### src/rtl/zion_rr_onehot_arbiter.sv
// Round-robin one-hot arbiter with optional grant lock and beat limit.
// Combinational rotated first-set search, registered grant.
module zion_rr_onehot_arbiter #(
   parameter int WIDTH     = 8,
   parameter int LOCK      = 1,
   parameter int MAX_BEATS = 16,
   parameter int IDX_W     = $clog2(WIDTH)
) (
   input  logic             iClk,
   input  logic             iRst,
   input  logic [WIDTH-1:0] iReq,
   input  logic             iAck,
   input  logic             iLast,
   output logic [WIDTH-1:0] oGnt,
   output logic [IDX_W-1:0] oGntIdx,
   output logic             oVld,
   output logic             oForceRel
);

   localparam int CNT_W = (MAX_BEATS > 0) ? $clog2(MAX_BEATS + 1) : 1;
   localparam logic [CNT_W-1:0] CNT_LAST =
      CNT_W'((MAX_BEATS > 0) ? MAX_BEATS - 1 : 0);
   localparam bit LIMIT_EN = (LOCK != 0) && (MAX_BEATS != 0);
   localparam bit NO_LOCK  = (LOCK == 0);

   typedef enum logic {
      IDLE,
      GRANT
   } state_t;

   state_t           state_q, state_d;
   logic [WIDTH-1:0] gnt_q, gnt_d;
   logic [IDX_W-1:0] idx_q, idx_d;
   logic [IDX_W-1:0] ptr_q, ptr_d;
   logic [CNT_W-1:0] cnt_q, cnt_d;
   logic             frel_q, frel_d;

   logic [IDX_W-1:0] ptr_rel;
   logic [IDX_W-1:0] srch_ptr;
   logic [IDX_W:0]   srch_res;
   logic             srch_hit;
   logic [IDX_W-1:0] srch_idx;
   logic [WIDTH-1:0] srch_oh;
   logic             at_limit;
   logic             rel;

   // Walk from the highest offset down so the last hit is the first from ptr.
   function automatic logic [IDX_W:0] search(
      input logic [WIDTH-1:0] req,
      input logic [IDX_W-1:0] ptr
   );
      logic [IDX_W:0] res;
      int             p;
      res = '0;
      for (int k = WIDTH - 1; k >= 0; k--) begin
         p = int'(ptr) + k;
         if (p >= WIDTH) p = p - WIDTH;
         if (req[IDX_W'(p)]) res = {1'b1, IDX_W'(p)};
      end
      return res;
   endfunction

   assign ptr_rel  = (int'(idx_q) == WIDTH - 1) ? '0 : idx_q + 1'b1;
   assign srch_ptr = (state_q == GRANT) ? ptr_rel : ptr_q;
   assign srch_res = search(iReq, srch_ptr);
   assign srch_hit = srch_res[IDX_W];
   assign srch_idx = srch_res[IDX_W-1:0];
   assign srch_oh  = srch_hit ? (WIDTH'(1) << srch_idx) : '0;

   assign at_limit = LIMIT_EN && (cnt_q == CNT_LAST);
   assign rel      = iLast | NO_LOCK | at_limit;

   always_comb begin
      state_d = state_q;
      gnt_d   = gnt_q;
      idx_d   = idx_q;
      ptr_d   = ptr_q;
      cnt_d   = cnt_q;
      frel_d  = 1'b0;
      unique case (state_q)
         IDLE: begin
            if (srch_hit) begin
               state_d = GRANT;
               gnt_d   = srch_oh;
               idx_d   = srch_idx;
            end
         end
         GRANT: begin
            if (iAck && rel) begin
               ptr_d  = ptr_rel;
               cnt_d  = '0;
               frel_d = at_limit & ~iLast;
               gnt_d  = srch_oh;
               idx_d  = srch_idx;
               if (!srch_hit) state_d = IDLE;
            end else if (iAck && (cnt_q != '1)) begin
               cnt_d = cnt_q + 1'b1;
            end
         end
         default: state_d = IDLE;
      endcase
   end

   always_ff @(posedge iClk) begin
      if (iRst) begin
         state_q <= IDLE;
         gnt_q   <= '0;
         idx_q   <= '0;
         ptr_q   <= '0;
         cnt_q   <= '0;
         frel_q  <= 1'b0;
      end else begin
         state_q <= state_d;
         gnt_q   <= gnt_d;
         idx_q   <= idx_d;
         ptr_q   <= ptr_d;
         cnt_q   <= cnt_d;
         frel_q  <= frel_d;
      end
   end

   assign oGnt      = gnt_q;
   assign oGntIdx   = idx_q;
   assign oVld      = |gnt_q;
   assign oForceRel = frel_q;

endmodule
### config.mk
export PLATFORM = sky130hd
export DESIGN_NAME = zion_rr_onehot_arbiter
export DESIGN_NICKNAME = d
export VERILOG_FILES = /design/src/rtl/zion_rr_onehot_arbiter.sv
export SDC_FILE = /design/constraint.sdc
export NUM_CORES = 1
export LEC_CHECK = 0
export CORE_MARGIN = 2
export CORE_UTILIZATION = 60
export CTS_CLUSTER_DIAMETER = 120
export CTS_CLUSTER_SIZE = 16
export DETAILED_ROUTE_END_ITERATION = 6
export GPL_TIMING_DRIVEN = 0
export PLACE_DENSITY = 0.85
export SKIP_CTS_REPAIR_TIMING = 1
export SLEW_MARGIN = 20
export SYNTH_ARGS = -nofsm -noshare
export SYNTH_HDL_FRONTEND = slang
export SYNTH_SLANG_ARGS = --single-unit
### constraint.sdc
create_clock -name iClk -period 7.5 [get_ports iClk]
set_input_delay 1.5 -clock iClk [delete_from_list [all_inputs] [get_ports iClk]]
set_output_delay 1.5 -clock iClk [all_outputs]
set_load 0.005 [all_outputs]
==> metrics <==
status=finished, final reports clean; initial DRC count=215; crit path max-delay cell type=xnor2_1; Worst EP required=7.70 ns; sequential-to-total area share from yosys stat=19.4%; final setup margin=2.63 ns; grt total ovfl=0; Final #Nets=295; largest net degree at the start of global routing=13; CP cell instances=ha_1 -> mux2i_2 -> clkinv_1 -> clkbuf_1 -> ha_1 -> xnor2_1 -> mux4_2 -> nand4_1 -> o221ai_1 -> o31ai_1 -> o32ai_1; max_cap viols=0; Via density=7.14; Die Ht=64.2 um; global-route wire length before repair=10000 um; ys flop type=dfxtp_1; Site Rows=21; #FFs+latches synth=21; Post-synth EDFFs=0; share of cells above drive strength 1=14.9%; Layout area overhead=15.0%; commonest non-fill, non-tap cell in the layout=nand2_1; CP Capture Type=flop; CTS clk-pin slew, worst paths=0.11 ns; Final Setup Violations=0; Total GRT Usage=30.5%; Reg power frac=16.2%; top-area cell type share of the netlist area=19.4%; WHS Path Cells=2; R2R cell count=11; Routed WL=5960 um; fillcell total=257; sw frac=49.8%; dominant cell type by area after synthesis=dfxtp_1; NetSw=0.477 mW; cts bufs inserted=3; reg2reg setup slack=2.63 ns; most frequent cells in the layout=nand2_1 (26), clkdlybuf4s50_1 (24), dfxtp_1 (21), mux4_2 (14), a21oi_1 (13); final hold violations=0; Worst-Margin Slew=0.865 ns; drt drc=0; PortBufs=24; Antenna diodes=0; clock network fraction of total power=6.0%; Critical R2R Launch=oGntIdx[0]; f_max=0.205 GHz; initial antenna violation count=0; Routability Congestion=0.922; clk_lat worst skew=0.32 ns; via count=2291; RSZ-0062 raised after global routing=false; Pwr Density=384 nW/um^2; drt wl/cell=18.6 um; internal power=0.481 mW; hold path endpoint=oGnt[0]; cells after synthesis=247; buffers plus inverters on the worst setup path=2; Max Root-Sink Buffers=2; HPWL reported at the end of detailed placement=4610 um; Worst VDD drop=0.225 mV; Worst Path Arrival=5.07 ns; CORE AREA=3420 um^2; nature of the critical path startpoint=flop; crit-path max cell delay=0.73 ns; TritonCTS clock tree=built; TritonCTS Sinks=21; Final Cycle Share=64.9%; most frequent CP cell=ha_1; Ports=25; worst setup path category=flop to flop; Die Area=4120 um^2; combinational power share=77.8%; Slew Limit Headroom=41.9%; total nets after synthesis=266; Root Driver=clkbuf_4; pre-CTS setup slack=2.85 ns; FF-to-FF End=oGnt[2]; H-Tree Depth=1; setup TNS=0 ns; Initial Util=63.6%; Post-synth ARST share=0%; cell family with most CP delay=multiplexers; clock skew=0.0100 ns; hold_sp=oGnt[0]; Cell Area, Synth=2170 um^2; Antenna Nets Post-Route=0; crit path time final=4.87 ns; stages on the worst setup path=11; Hold/Removal Path Class=flop to flop; vias in the first global route=2108; Syn. warnings=0; Area contributors post-synth=dfxtp_1 (19%), mux4_2 (15%), nand2_1 (4.5%); crit-path max FO=10; DR pass1 iterations=6; P_leak=0.886 nW; Die W=64.2 um; syn avg cell area=8.79 um^2; Netlist cell types=62; pins over their slew limit=0
final cells by class:
type	instances	area [um^2]	share of cell area, %
Timing Repair Buffer	24	240	9.62
Buffer	11	57.6	2.30
Clock inverter	1	5.00	0.200
Sequential cell	21	420	16.8
Tap cell	46	57.6	2.30
Inverter	13	51.3	2.05
Multi-Input combinational cell	202	1640	65.8
Clock buffer	3	22.5	0.902
logic make-up after synthesis:
family / synth area share [%]
multiplexers: 18.7
AND/OR/NAND/NOR: 23.6
adder cells (fa/ha/maj): 4.03
buffers and inverters: 5.01
AO/OA/AOI/OAI: 26.9
flip-flops: 19.4
XOR/XNOR: 2.42
through the flow:
| step | std cells | utilization (%) | hold WS (ns) | total power, mW | cell area, um^2 |
|---|---|---|---|---|---|
| after floorplan | 247 | - | 0.446 | 0.683 | 2170 |
| final | 321 | 73.1 | 0.481 | 0.958 | 2500 |
| after detailed placement | 317 | 72.3 | 0.465 | 0.879 | 2470 |
| after global routing | 321 | 73.1 | 0.507 | 1.02 | 2500 |
| after global placement | 317 | 72.3 | 0.454 | 0.858 | 2470 |
| after CTS | 321 | 73.1 | 0.481 | 0.940 | 2500 |
worst max path at each step:
stage	slack [ns]	endpoint	startpoint
3_5_place_dp	2.85	oGnt[3]	oGntIdx[0]
5_1_grt	2.40	oGnt[0]	oGntIdx[0]
2_1_floorplan	3.73	oGnt[0]	oGntIdx[0]
3_3_place_gp	2.92	oGnt[6]	oGntIdx[0]
4_1_cts	2.83	oGnt[2]	oGntIdx[0]
6_report	2.63	oGnt[2]	oGntIdx[0]
registers in the layout, indices dropped and copies added (netlist names):
signal	cells
oGnt	8
cnt_q	5
oForceRel	1
oGntIdx	3
state_q	1
ptr_q	3
worst reg2reg max path: stages, from the launching register on:
cell and delay [ns]:
dfxtp_1 0.52, ha_1 0.31, mux2i_2 0.50, clkinv_1 0.44, clkbuf_1 0.35, ha_1 0.34
xnor2_1 0.73, mux4_2 0.47, nand4_1 0.18, o221ai_1 0.23, o31ai_1 0.53, o32ai_1 0.15
cells in the mapped netlist (3+ instances only):
cell type,count
a21oi_1,13
o21ai_0,12
nor3_1,8
nand2b_1,6
inv_1,10
a31o_2,3
xnor2_1,4
and2_1,5
clkbuf_1,8
nand3b_1,3
nor2_1,7
a21o_1,5
mux2i_1,4
a221oi_1,4
o211ai_1,7
ha_1,7
o32ai_1,4
mux4_2,14
a211oi_1,3
a32o_1,5
nand3_1,12
dfxtp_1,21
o2111ai_1,3
or2_2,3
nand2_1,26
nand4_1,5
power by group through the flow:
stage / registers, mW / logic (mW) / clock network, mW
after floorplan: 0.154 / 0.529 / 0
after global placement: 0.156 / 0.702 / 0
after detailed placement: 0.158 / 0.721 / 0
after CTS: 0.155 / 0.728 / 0.0574
after global routing: 0.158 / 0.804 / 0.0617
final: 0.155 / 0.745 / 0.0572
per-layer routing:
metal / wire length, um / share of wire (%) / GRT usage, % / vias up
li1: - / - / - / 1036
met1: 2430 / 41 / 40.4 / 1070
met2: 2730 / 46 / 48.8 / 155
met3: 624 / 10 / 8.27 / 30
met4: 180 / 3.0 / 8.78 / 0
met5: 0 / 0 / 0 / -
No activity file was read; power rests on OpenSTA's default activity.
